[src/rtl/sync_pkg.sv]
// Shared types and helpers for the synchroniser-side conditioning blocks.
// Holds the debounce FSM state encoding and the qualify-counter width helper.
package sync_pkg;

  typedef enum logic [1:0] {
    S_LOW      = 2'd0,
    S_CHK_HIGH = 2'd1,
    S_HIGH     = 2'd2,
    S_CHK_LOW  = 2'd3
  } dbnc_state_t;

  // Wide enough to hold STABLE_CYCLES itself.
  function automatic int qcnt_width(input int stable_cycles);
    return $clog2(stable_cycles + 1);
  endfunction

endpackage

[src/rtl/sync_debounce_edge_sat_counter.sv]
// Saturating event counter with synchronous clear; clear beats increment.
// Meant to be reused by other status blocks along the CDC path.
module sat_counter #(
  parameter int WIDTH = 8
) (
  input  logic             clk,
  input  logic             rst,
  input  logic             inc,
  input  logic             clr,
  output logic [WIDTH-1:0] count
);

  always_ff @(posedge clk) begin
    if (rst) begin
      count <= '0;
    end else if (clr) begin
      count <= '0;
    end else if (inc && (count != '1)) begin
      count <= count + WIDTH'(1);
    end
  end

endmodule

[src/rtl/sync_debounce_edge.sv]
// Debounces a level already synchronised into clk_dst: a change is accepted only
// after STABLE_CYCLES identical samples, producing a clean level plus edge pulses.
module sync_debounce_edge
  import sync_pkg::*;
#(
  parameter int STABLE_CYCLES = 4,
  parameter int GLITCH_CNT_W  = 8
) (
  input  logic                    clk_dst,
  input  logic                    rst,
  input  logic                    signal_sync,
  input  logic                    glitch_clr,
  output logic                    level_out,
  output logic                    rise_pulse,
  output logic                    fall_pulse,
  output logic                    busy,
  output logic [GLITCH_CNT_W-1:0] glitch_count
);

  localparam int QW = qcnt_width(STABLE_CYCLES);
  localparam logic [QW-1:0] QTARGET = QW'(STABLE_CYCLES);

  dbnc_state_t   state_q, state_d;
  logic [QW-1:0] qcnt_q, qcnt_d;
  logic [QW-1:0] qcnt_inc;
  logic          level_d, rise_d, fall_d;
  logic          glitch_inc;

  assign qcnt_inc = qcnt_q + QW'(1);

  always_ff @(posedge clk_dst) begin
    if (rst) begin
      state_q <= S_LOW;
      qcnt_q  <= '0;
    end else begin
      state_q <= state_d;
      qcnt_q  <= qcnt_d;
    end
  end

  // With STABLE_CYCLES=1 the first differing sample is accepted immediately.
  always_comb begin
    state_d = state_q;
    qcnt_d  = qcnt_q;
    case (state_q)
      S_LOW: begin
        if (signal_sync) begin
          if (STABLE_CYCLES == 1) begin
            state_d = S_HIGH;
            qcnt_d  = '0;
          end else begin
            state_d = S_CHK_HIGH;
            qcnt_d  = QW'(1);
          end
        end
      end
      S_CHK_HIGH: begin
        if (!signal_sync) begin
          state_d = S_LOW;
          qcnt_d  = '0;
        end else if (qcnt_inc == QTARGET) begin
          state_d = S_HIGH;
          qcnt_d  = '0;
        end else begin
          qcnt_d = qcnt_inc;
        end
      end
      S_HIGH: begin
        if (!signal_sync) begin
          if (STABLE_CYCLES == 1) begin
            state_d = S_LOW;
            qcnt_d  = '0;
          end else begin
            state_d = S_CHK_LOW;
            qcnt_d  = QW'(1);
          end
        end
      end
      S_CHK_LOW: begin
        if (signal_sync) begin
          state_d = S_HIGH;
          qcnt_d  = '0;
        end else if (qcnt_inc == QTARGET) begin
          state_d = S_LOW;
          qcnt_d  = '0;
        end else begin
          qcnt_d = qcnt_inc;
        end
      end
      default: begin
        state_d = S_LOW;
        qcnt_d  = '0;
      end
    endcase
  end

  // Acceptances and rejections are read off the state transition itself.
  always_comb begin
    level_d    = level_out;
    rise_d     = 1'b0;
    fall_d     = 1'b0;
    glitch_inc = 1'b0;
    if ((state_d == S_HIGH) && (state_q != S_HIGH) && (state_q != S_CHK_LOW)) begin
      level_d = 1'b1;
      rise_d  = 1'b1;
    end
    if ((state_d == S_LOW) && (state_q != S_LOW) && (state_q != S_CHK_HIGH)) begin
      level_d = 1'b0;
      fall_d  = 1'b1;
    end
    if (((state_q == S_CHK_HIGH) && (state_d == S_LOW)) ||
        ((state_q == S_CHK_LOW) && (state_d == S_HIGH))) begin
      glitch_inc = 1'b1;
    end
  end

  always_ff @(posedge clk_dst) begin
    if (rst) begin
      level_out  <= 1'b0;
      rise_pulse <= 1'b0;
      fall_pulse <= 1'b0;
    end else begin
      level_out  <= level_d;
      rise_pulse <= rise_d;
      fall_pulse <= fall_d;
    end
  end

  assign busy = (state_q == S_CHK_HIGH) || (state_q == S_CHK_LOW);

  sat_counter #(
    .WIDTH(GLITCH_CNT_W)
  ) u_glitch_cnt (
    .clk  (clk_dst),
    .rst  (rst),
    .inc  (glitch_inc),
    .clr  (glitch_clr),
    .count(glitch_count)
  );

endmodule

[config.mk]
export PLATFORM = sky130hd
export DESIGN_NAME = sync_debounce_edge
export DESIGN_NICKNAME = d
export VERILOG_FILES = /design/src/rtl/sync_pkg.sv /design/src/rtl/sync_debounce_edge_sat_counter.sv /design/src/rtl/sync_debounce_edge.sv
export SDC_FILE = /design/constraint.sdc
export NUM_CORES = 1
export LEC_CHECK = 0
export BUFFER_PORTS_ARGS = -buffer_cell sky130_fd_sc_hd__buf_2
export CORE_MARGIN = 3
export CORE_UTILIZATION = 51
export DETAILED_ROUTE_END_ITERATION = 7
export PLACE_DENSITY_LB_ADDON = 0.05
export SLEW_MARGIN = 20
export SYNTH_ARGS = -nofsm -noshare
export SYNTH_HDL_FRONTEND = slang
export SYNTH_SLANG_ARGS = --single-unit
[constraint.sdc]
create_clock -name clk_dst -period 1.7 [get_ports clk_dst]
set_input_delay 0.34 -clock clk_dst [delete_from_list [all_inputs] [get_ports clk_dst]]
set_output_delay 0.34 -clock clk_dst [all_outputs]
set_load 0.02 [all_outputs]
==> summary.md, run 1 <==
| Metric | Value |
|---|---|
| Critical Path RT | 1.91 ns |
| Worst flop-to-flop path startpoint | qcnt_q[0] |
| Gates resized, CTS repair | 0 |
| Reg2Reg Capture Point | level_out |
| Antenna Violating Nets Remaining | 0 |
| Synth cell count leaders | dfxtp_1, nor2_1, a21oi_1, nand2_1, nand3_1 |
| Max Freq | 652 MHz |
| Min setup slack post-route | 0.166 ns |
| VDD IR max | 421 uV |
| CTS buffer count | 3 |
| Crit path kind | flip-flop to flip-flop |
| Post-CTS Hold Fix Bufs | 0 |
| Die area | 1990 um2 |
| I/O Pins | 16 |
| Mapped Cells | 85 |
| Max-cap viol count | 0 |
| Final Net Count | 112 |
| CTS tree | done |
| Seq cells post-synth | 16 |
| Ranking of synthesized cells by area | dfxtp_1, ha_1, nor2_1, xor2_1, a21oi_1 |
| Area leader, netlist | dfxtp_1 |
| Clk slew on worst S/H paths | 0.08 ns |
| Slew @ Worst Pin | 0.515 ns |
| Routability-driven placement congestion ratio | 0.760 |
| Asr flop ratio synth | 0 |
| Die W | 44.7 um |
| Worst reg-to-reg path cell count | 5 |
| Netlist Area Pre-Place | 762 um2 |
| Initial DRC count | 19 |
| Antenna diodes | 0 |
| GRT Max-Usage Layer | met2 |
| Cell Count, Final, Fillers Out | 118 |
| Top-area cell type share of the netlist area | 0.420 |
| Switching share of power | 0.225 |
| P_leak | 0.372 nW |
| Vias in the first global route | 557 |
| Fin crit period | 1.53 ns |
| Part of the power in registers | 0.622 |
| Final TNS setup | 0 ns |
| DR WL/cell | 12.7 um |
| Post-synthesis sequential area ratio | 0.420 |
| Met1 Use GR | 0.235 |
| Input/output buffers | 15 |
| Internal power | 0.477 mW |
| Most common cell in the netlist | dfxtp_1 |
| Hold Crit Class | primary input to flip-flop |
| Power density cells | 694 nW/um2 |
| Tcrit/Tclk final | 0.903 |
| Area grow syn2layout | 16.6% |
| R2R setup slack | 0.17 ns |
| Final setup fails | 0 |
| Pins Over Slew Limit | 0 |
| Fraction of layout cells with a size suffix above 1 | 0.262 |
| CTS root buffer | clkbuf_4 |
| Clock Skew | 0.00149 ns |
| Placed Instances | 114 |
| Clk sinks | 16 |
| Rows | 13 |
| Placement Setup Slack | 0.115 ns |
| First-pass GRT wire length | 2480 um |
| Critical Path Sink | level_out |
| DRC violations left | 0 |
| Pre-antenna DRT Iters | 4 |
| Initial antenna violation count | 0 |
| Clk pwr share | 0.308 |
| Grt ovf | 0 |
| Post-synth EDFFs | 0 |
| Die H | 44.7 um |
| CP arrival | 1.74 ns |
| Max_slew headroom | 0.655 |
| Critical Path Source | qcnt_q[0] |
| Synth Flop Type | dfxtp_1 |
| Via-per-instance ratio | 5.67 |
| Core box area | 1350 um2 |
| Combinational share of power | 0.070 |
| Syn nets | 92 |
| Max FO, Critical Path | 5 |
| Met3 usage | 0.0407 |
| Outcome | finished clean |
| Clk Latency, worst-skew pair | 0.28 ns |
| Ys Warns | 0 |
| Met2 usage | 0.244 |
| Final Hold Viols | 0 |
| Starting density of the core | 0.564 |
| Largest net degree at the start of global routing | 11 |
| Post-synth cell types | 33 |
| Total Wirelength | 1490 um |
| Routed via count | 669 |
| Average size of a mapped cell | 8.96 um2 |
| CP Launch Type | flip-flop |
| Overall Global Routing Usage | 0.171 |
| Critical Path Sink Type | flip-flop |
| H-tree levels | 1 |
| Clock buffer depth | 2 |
| Post-DP HPWL | 1120 um |
| Unrepaired setup endpoints after global routing | no |
| Number of fill cells | 115 |
| Sw Pwr | 0.139 mW |
## cell usage in the layout, fill, tap and decap left out, types with 3 or more instances in the layout
cell / n
nor3_1: 3
nor2b_1: 3
inv_1: 3
buf_2: 15
buf_4: 5
ha_1: 3
xor2_1: 3
nand3_1: 4
o211ai_1: 3
clkbuf_4: 3
nor2_1: 8
a21oi_1: 5
dfxtp_1: 16
nand2_1: 5
## flip-flops by register name, summed over array words and instances, names as in the netlist
signal,cells
qcnt_q,3
level_out,1
state_q,2
fall_pulse,1
u_glitch_cnt.count,8
rise_pulse,1
## how the worst min path moves through the flow
stage	start	endpoint	slack, ns	cells after the start
global placement	qcnt_q[2]	qcnt_q[2]	0.45	2
floorplan	signal_sync	fall_pulse	0.42	1
finish	rst	qcnt_q[1]	0.35	2
global route	rst	qcnt_q[2]	0.34	2
detailed placement	qcnt_q[2]	qcnt_q[2]	0.46	2
CTS	rst	qcnt_q[2]	0.33	2
## layer usage
layer / part of all wire / routed length, um / vias up
met5: 0 / 0 / -
met4: 0.016 / 24 / 0
met3: 0.041 / 62 / 4
met2: 0.44 / 657 / 12
met1: 0.50 / 749 / 307
li1: - / - / 346
## area by class of cell
class | instances | area [um2] | area share
timing repair buffer | 20 | 113 | 0.127
multi-input combinational | 61 | 403 | 0.454
tap | 15 | 18.8 | 0.0211
inverter | 3 | 11.3 | 0.0127
sequential | 16 | 320 | 0.361
clock buffer | 3 | 22.5 | 0.0254
## repair_timing
item,in CTS,in global routing
hold endpoints to repair,0,0
buffers inserted,0,1
endpoints found under the setup margin,0,2
## kinds of logic (layout without fill, tap and decap cells)
group / after synthesis / after routing / synth area share
xor+xnor: 4 / 4 / 0.0558
mux: 2 / 2 / 0.0263
flops: 16 / 16 / 0.420
fa+ha+maj: 3 / 3 / 0.0493
compound gates: 19 / 19 / 0.171
simple gates: 33 / 33 / 0.227
buf+inv: 8 / 26 / 0.0509
## worst max-delay path, cell delays in order (launching register included)
cell	delay [ns]
dfxtp_1	0.35
ha_1	0.22
nor2b_1	0.14
o211ai_1	0.42
o21ai_0	0.15
o22ai_1	0.18
## through the flow
step | power [mW] | utilization | area (um2) | hold slack [ns]
4_1_cts | 0.625 | 0.652 | 881 | 0.334
5_1_grt | 0.646 | 0.658 | 888 | 0.343
3_5_place_dp | 0.435 | 0.636 | 858 | 0.460
6_report | 0.616 | 0.658 | 888 | 0.346
2_1_floorplan | 0.420 | - | 762 | 0.418
3_3_place_gp | 0.434 | 0.636 | 858 | 0.453
## power by group through the flow
stage	logic (mW)	clock network, mW	registers [mW]
2_1_floorplan	0.0278	0	0.392
3_3_place_gp	0.0418	0	0.392
3_5_place_dp	0.0429	0	0.392
4_1_cts	0.0432	0.199	0.383
5_1_grt	0.0476	0.214	0.384
6_report	0.0431	0.190	0.383
(Power assumes the default switching activity.)
==> run 2, diff against run 1 <==
--- a/config.mk
+++ b/config.mk
@@ -7,7 +7,7 @@
 export LEC_CHECK = 0
 export BUFFER_PORTS_ARGS = -buffer_cell sky130_fd_sc_hd__buf_2
 export CORE_MARGIN = 3
-export CORE_UTILIZATION = 51
+export CORE_UTILIZATION = 46
 export DETAILED_ROUTE_END_ITERATION = 7
 export PLACE_DENSITY_LB_ADDON = 0.05
 export SLEW_MARGIN = 20
==> constraint.sdc (replaced) <==
create_clock -name clk_dst -period 1.33 [get_ports clk_dst]
set_input_delay 0.266 -clock clk_dst [delete_from_list [all_inputs] [get_ports clk_dst]]
set_output_delay 0.266 -clock clk_dst [all_outputs]
set_load 0.02 [all_outputs]
==> summary.md, run 2 (synthesis results as in run 1) <==
| Metric | Value |
|---|---|
| Outcome | finished, violations left |
| Violated checks | setup timing |
| Largest net degree at the start of global routing | 10 |
| Metal2 WL | 985 um |
| Antenna diodes | 0 |
| Pins Over Slew Limit | 0 |
| DR WL/cell | 13.9 um |
| Top reg by flops | u_glitch_cnt.count |
| Final Hold Viols | 0 |
| Core box area | 1540 um2 |
| Clock buffer depth | 2 |
| Placed Instances | 134 |
| Die area | 2180 um2 |
| Slew @ Worst Pin | 0.402 ns |
| Internal power | 0.638 mW |
| Vias in the first global route | 690 |
| Hold Crit Class | primary input to flip-flop |
| Combinational share of power | 0.102 |
| Starting density of the core | 0.494 |
| Switching share of power | 0.243 |
| WL met3 | 100 um |
| Critical Path Sink Type | flip-flop |
| Clock Skew | 0.00135 ns |
| Via-per-instance ratio | 5.63 |
| Max FO, Critical Path | 4 |
| Routability-driven placement congestion ratio | 0.742 |
| Pre-antenna DRT Iters | 4 |
| Post-DP HPWL | 1320 um |
| CTS tree | done |
| Max-cap viol count | 0 |
| H-tree levels | 1 |
| Finished Cell Area | 1250 um2 |
| I/O Pins | 16 |
| VDD IR max | 602 uV |
| Clk sinks | 16 |
| Fin Hold WS | 0.290 ns |
| CTS buffer count | 3 |
| Die H | 46.7 um |
| Clk slew on worst S/H paths | 0.09 ns |
| Most common cell after layout, fill and taps aside | buf_4 |
| CP Launch Type | flip-flop |
| Routed via count | 810 |
| Rows | 14 |
| R2R setup slack | -0.12 ns |
| Initial antenna violation count | 0 |
| Clk Latency, worst-skew pair | 0.28 ns |
| Max layer used | met4 |
| Final Net Count | 136 |
| Die W | 46.7 um |
| CP arrival | 1.63 ns |
| Power density cells | 672 nW/um2 |
| Reg2Reg Capture Point | u_glitch_cnt.count[1] |
| DRC violations left | 0 |
| CTS root buffer | clkbuf_4 |
| Grt ovf | 0 |
| Fin crit period | 1.45 ns |
| Area grow syn2layout | 64.7% |
| Min setup slack post-route | -0.115 ns |
| Power, Total | 0.843 mW |
| Overall Global Routing Usage | 0.187 |
| Max_slew headroom | 0.731 |
| Critical Path Source | u_glitch_cnt.count[1] |
| Initial DRC count | 10 |
| Total Wirelength | 2010 um |
| Input/output buffers | 15 |
| Placed inst area | 1070 um2 |
| Critical Path Sink | u_glitch_cnt.count[1] |
| Worst flop-to-flop path startpoint | u_glitch_cnt.count[1] |
| Highest-count cells in the layout ignoring fill and taps | buf_4, buf_2, dfxtp_2 |
| Worst reg-to-reg path cell count | 6 |
| Critical Path RT | 1.52 ns |
| Sw Pwr | 0.205 mW |
| Cell Count, Final, Fillers Out | 144 |
| Part of the power in registers | 0.579 |
| Tcrit/Tclk final | 1.09 |
| P_leak | 0.521 nW |
| Max Freq | 692 MHz |
| Crit path kind | flip-flop to flip-flop |
| Unrepaired setup endpoints after global routing | yes |
| Fraction of layout cells with a size suffix above 1 | 0.625 |
| Antenna Violating Nets Remaining | 0 |
| Met1 wire length | 867 um |
| Max FFs per register | 8 |
| First-pass GRT wire length | 2910 um |
| Post-CTS Hold Fix Bufs | 0 |
| Largest regs | u_glitch_cnt.count (8), qcnt_q (3), state_q (2) |
| Clk pwr share | 0.319 |
| Final setup fails | 7 |
[run 2: cell types whose count changed in the layout (fill, tap and decap cells not counted), sizes merged]
| cell | before | now |
|---|---|---|
| buf | 20 | 44 |
| clkbuf | 3 | 4 |
[run 2: area by class of cell]
class | count | area (um2)
fillers | 95 | 287
multi-input cells | 61 | 561
well taps | 16 | 20.0
clock buffers | 4 | 26.3
flip-flops and latches | 16 | 340
inverters | 3 | 11.3
repair buffers | 44 | 297
[run 2: layer usage]
metal  track usage  up-vias
met5             0        -
met4         0.116        0
met3        0.0313        8
met2         0.305       28
met1         0.228      377
li1              -      397
[run 2: worst max-delay path, stage by stage (launching register included)]
cell and delay [ns]:
dfxtp_4 0.37, ha_4 0.15, nand3_4 0.07, o211ai_1 0.36, buf_4 0.19, mux2i_1 0.17, nor2_1 0.05
[run 2: per-stage QoR]
step	worst slack, ns	TNS [ns]	utilization
2_1_floorplan	-0.0239	-0.0243	-
3_3_place_gp	-0.107	-0.326	0.692
3_5_place_dp	-0.118	-0.639	0.692
4_1_cts	-0.0738	-0.161	0.752
5_1_grt	-0.158	-1.09	0.814
6_report	-0.115	-0.533	0.814
[run 2: how the worst min path moves through the flow]
stage,start,to,slack [ns],depth (start not counted)
after floorplan,signal_sync,fall_pulse,0.34,1
after global placement,level_out,level_out,0.48,2
after detailed placement,qcnt_q[2],qcnt_q[2],0.50,2
after CTS,glitch_clr,u_glitch_cnt.count[4],0.27,4
after global routing,glitch_clr,u_glitch_cnt.count[4],0.30,4
final,glitch_clr,u_glitch_cnt.count[4],0.29,4
[run 2: repair_timing]
action | 4_1_cts | 5_1_grt
resized for setup | 10 | 14
setup endpoints to repair | 10 | 12
buffers inserted | 4 | 2
pin swaps | 4 | 6
[run 2: power groups by stage]
stage / logic (mW) / registers, mW / clock network, mW
after CTS: 0.0783 / 0.489 / 0.274
after global placement: 0.0714 / 0.498 / 0
after floorplan: 0.0378 / 0.498 / 0
final: 0.0860 / 0.489 / 0.269
after detailed placement: 0.0726 / 0.498 / 0
after global routing: 0.0937 / 0.490 / 0.311
==> run 3, diff against run 2 <==
--- a/config.mk
+++ b/config.mk
@@ -10,6 +10,7 @@
 export CORE_UTILIZATION = 46
 export DETAILED_ROUTE_END_ITERATION = 7
 export PLACE_DENSITY_LB_ADDON = 0.05
+export SETUP_SLACK_MARGIN = 0.2
 export SLEW_MARGIN = 20
 export SYNTH_ARGS = -nofsm -noshare
 export SYNTH_HDL_FRONTEND = slang
==> summary.md, run 3 (synthesis results as in run 1) <==
| Metric | Value |
|---|---|
| Pre-antenna DRT Iters | 4 |
| Most common cell after layout, fill and taps aside | buf_4 |
| Die area | 2180 um2 |
| CP Launch Type | flip-flop |
| Max Freq | 661 MHz |
| Antenna diodes | 0 |
| Violated checks | setup timing |
| Fraction of layout cells with a size suffix above 1 | 0.667 |
| H-tree levels | 1 |
| Initial antenna violation count | 0 |
| Critical Path RT | 1.51 ns |
| Total Wirelength | 2820 um |
| P_leak | 0.576 nW |
| Hold Crit Depth | 3 |
| Min setup slack post-route | -0.182 ns |
| Max-cap viol count | 0 |
| Final TNS setup | -0.888 ns |
| Fin Hold WS | 0.330 ns |
| Max FO, Critical Path | 3 |
| Final Hold Viols | 0 |
| Die H | 46.7 um |
| Crit path largest cell delay | 0.43 ns |
| Core box area | 1540 um2 |
| Final setup fails | 8 |
| Max_slew headroom | 0.741 |
| Clk slew on worst S/H paths | 0.10 ns |
| Rows | 14 |
| Pins Over Slew Limit | 0 |
| Critical Path Sink Type | flip-flop |
| Final Net Count | 140 |
| Crit path kind | flip-flop to flip-flop |
| CTS root buffer | clkbuf_4 |
| Grt ovf | 0 |
| Highest-count cells in the layout ignoring fill and taps | buf_4, buf_6, buf_2 |
| Hold Crit Class | primary input to flip-flop |
| Worst path top cell family by delay | compound AO/OA/AOI/OAI gates |
| Largest regs | u_glitch_cnt.count (8), qcnt_q (3), state_q (2) |
| Clock Skew | 0.00504 ns |
| Post-DP HPWL | 1360 um |
| Fin crit period | 1.51 ns |
| CP cell instances | xnor2_4, buf_4, nand3_2, buf_4, o31ai_1, a21oi_1 |
| Worst reg-to-reg path cell count | 6 |
| Power density cells | 619 nW/um2 |
| CTS tree | done |
| CTS buffer count | 3 |
| Area grow syn2layout | 87.4% |
| Most frequent CP cell | buf_4 |
| Vias in the first global route | 802 |
| CP max stage cell | dfxtp_4 |
| Initial DRC count | 46 |
| Clk sinks | 16 |
| Starting density of the core | 0.494 |
| Routability-driven placement congestion ratio | 0.770 |
| Largest net degree at the start of global routing | 10 |
| DR WL/cell | 19.1 um |
| Via-per-instance ratio | 6.14 |
| Max FFs per register | 8 |
| Antenna Violating Nets Remaining | 0 |
| Clk Latency, worst-skew pair | 0.30 ns |
| Overall Global Routing Usage | 0.221 |
| WP depth | 6 |
| Top reg by flops | u_glitch_cnt.count |
| First-pass GRT wire length | 3400 um |
| VDD IR max | 591 uV |
| Tcrit/Tclk final | 1.14 |
| Slew @ Worst Pin | 0.387 ns |
| Critical path buffer and inverter count | 2 |
| Clock buffer depth | 2 |
| CP arrival | 1.69 ns |
| Routed via count | 909 |
| Number of fill cells | 56 |
| Post-CTS Hold Fix Bufs | 0 |
| Outcome | finished, violations left |
| DRC violations left | 0 |
| Die W | 46.7 um |
| I/O Pins | 16 |
| Unrepaired setup endpoints after global routing | yes |
| Input/output buffers | 15 |
## run 3: cell count changes in the layout (fill, tap and decap cells not counted), sizes merged
cell | previous run | this run
clkinv | 0 | 1
buf | 44 | 48
clkbuf | 4 | 3
## run 3: layout make-up
cell class | instances | area, um2 | area share
clock buffers | 3 | 22.5 | 0.0158
clock inverters | 1 | 3.75 | 0.00263
inverters | 3 | 11.3 | 0.00789
multi-input cells | 61 | 613 | 0.429
flip-flops and latches | 16 | 350 | 0.245
well taps | 16 | 20.0 | 0.0140
repair buffers | 48 | 407 | 0.285
## run 3: metal layers
metal	GRT usage	share of wire	up-vias
met5	0	0	-
met4	0.0829	0.049	0
met3	0.0391	0.065	20
met2	0.407	0.50	54
met1	0.251	0.39	428
li1	-	-	407
## run 3: timing repair
item,in CTS,in global routing
setup endpoints to repair,23,25
pin swaps,9,13
gates resized for setup,43,15
gates cloned,0,0
buffers inserted,9,5
## run 3: power breakdown
part / total, mW / leakage [nW] / switching (mW) / internal [mW]
combinational: 0.122 / 0.423 / 0.0639 / 0.0577
clock: 0.283 / 0.0154 / 0.173 / 0.109
sequential: 0.480 / 0.137 / 0.00518 / 0.474
## run 3: worst min-delay path, cell delays in order
cell and delay (ns):
buf_2 0.10, or2_2 0.17, a311oi_1 0.06
## run 3: path summary, 6_finish.rpt
path / from / endpoint / slack, ns
setup / recovery: state_q[1] / u_glitch_cnt.count[5] / -0.18
hold / removal: rst / u_glitch_cnt.count[6] / 0.33
setup reg to reg: state_q[1] / u_glitch_cnt.count[5] / -0.18
hold reg to reg: u_glitch_cnt.count[1] / u_glitch_cnt.count[1] / 0.55
## run 3: through the flow
| stage | util | instance area [um2] | power, mW | worst slack [ns] | cells |
|---|---|---|---|---|---|
| finish | 0.926 | 1430 | 0.884 | -0.182 | 148 |
| global route | 0.926 | 1430 | 0.912 | -0.234 | 148 |
| CTS | 0.862 | 1330 | 0.851 | -0.0549 | 143 |
| detailed placement | 0.677 | 1040 | 0.572 | -0.128 | 130 |
| global placement | 0.677 | 1040 | 0.570 | -0.0643 | 130 |
| floorplan | - | 836 | 0.537 | -0.0153 | 85 |
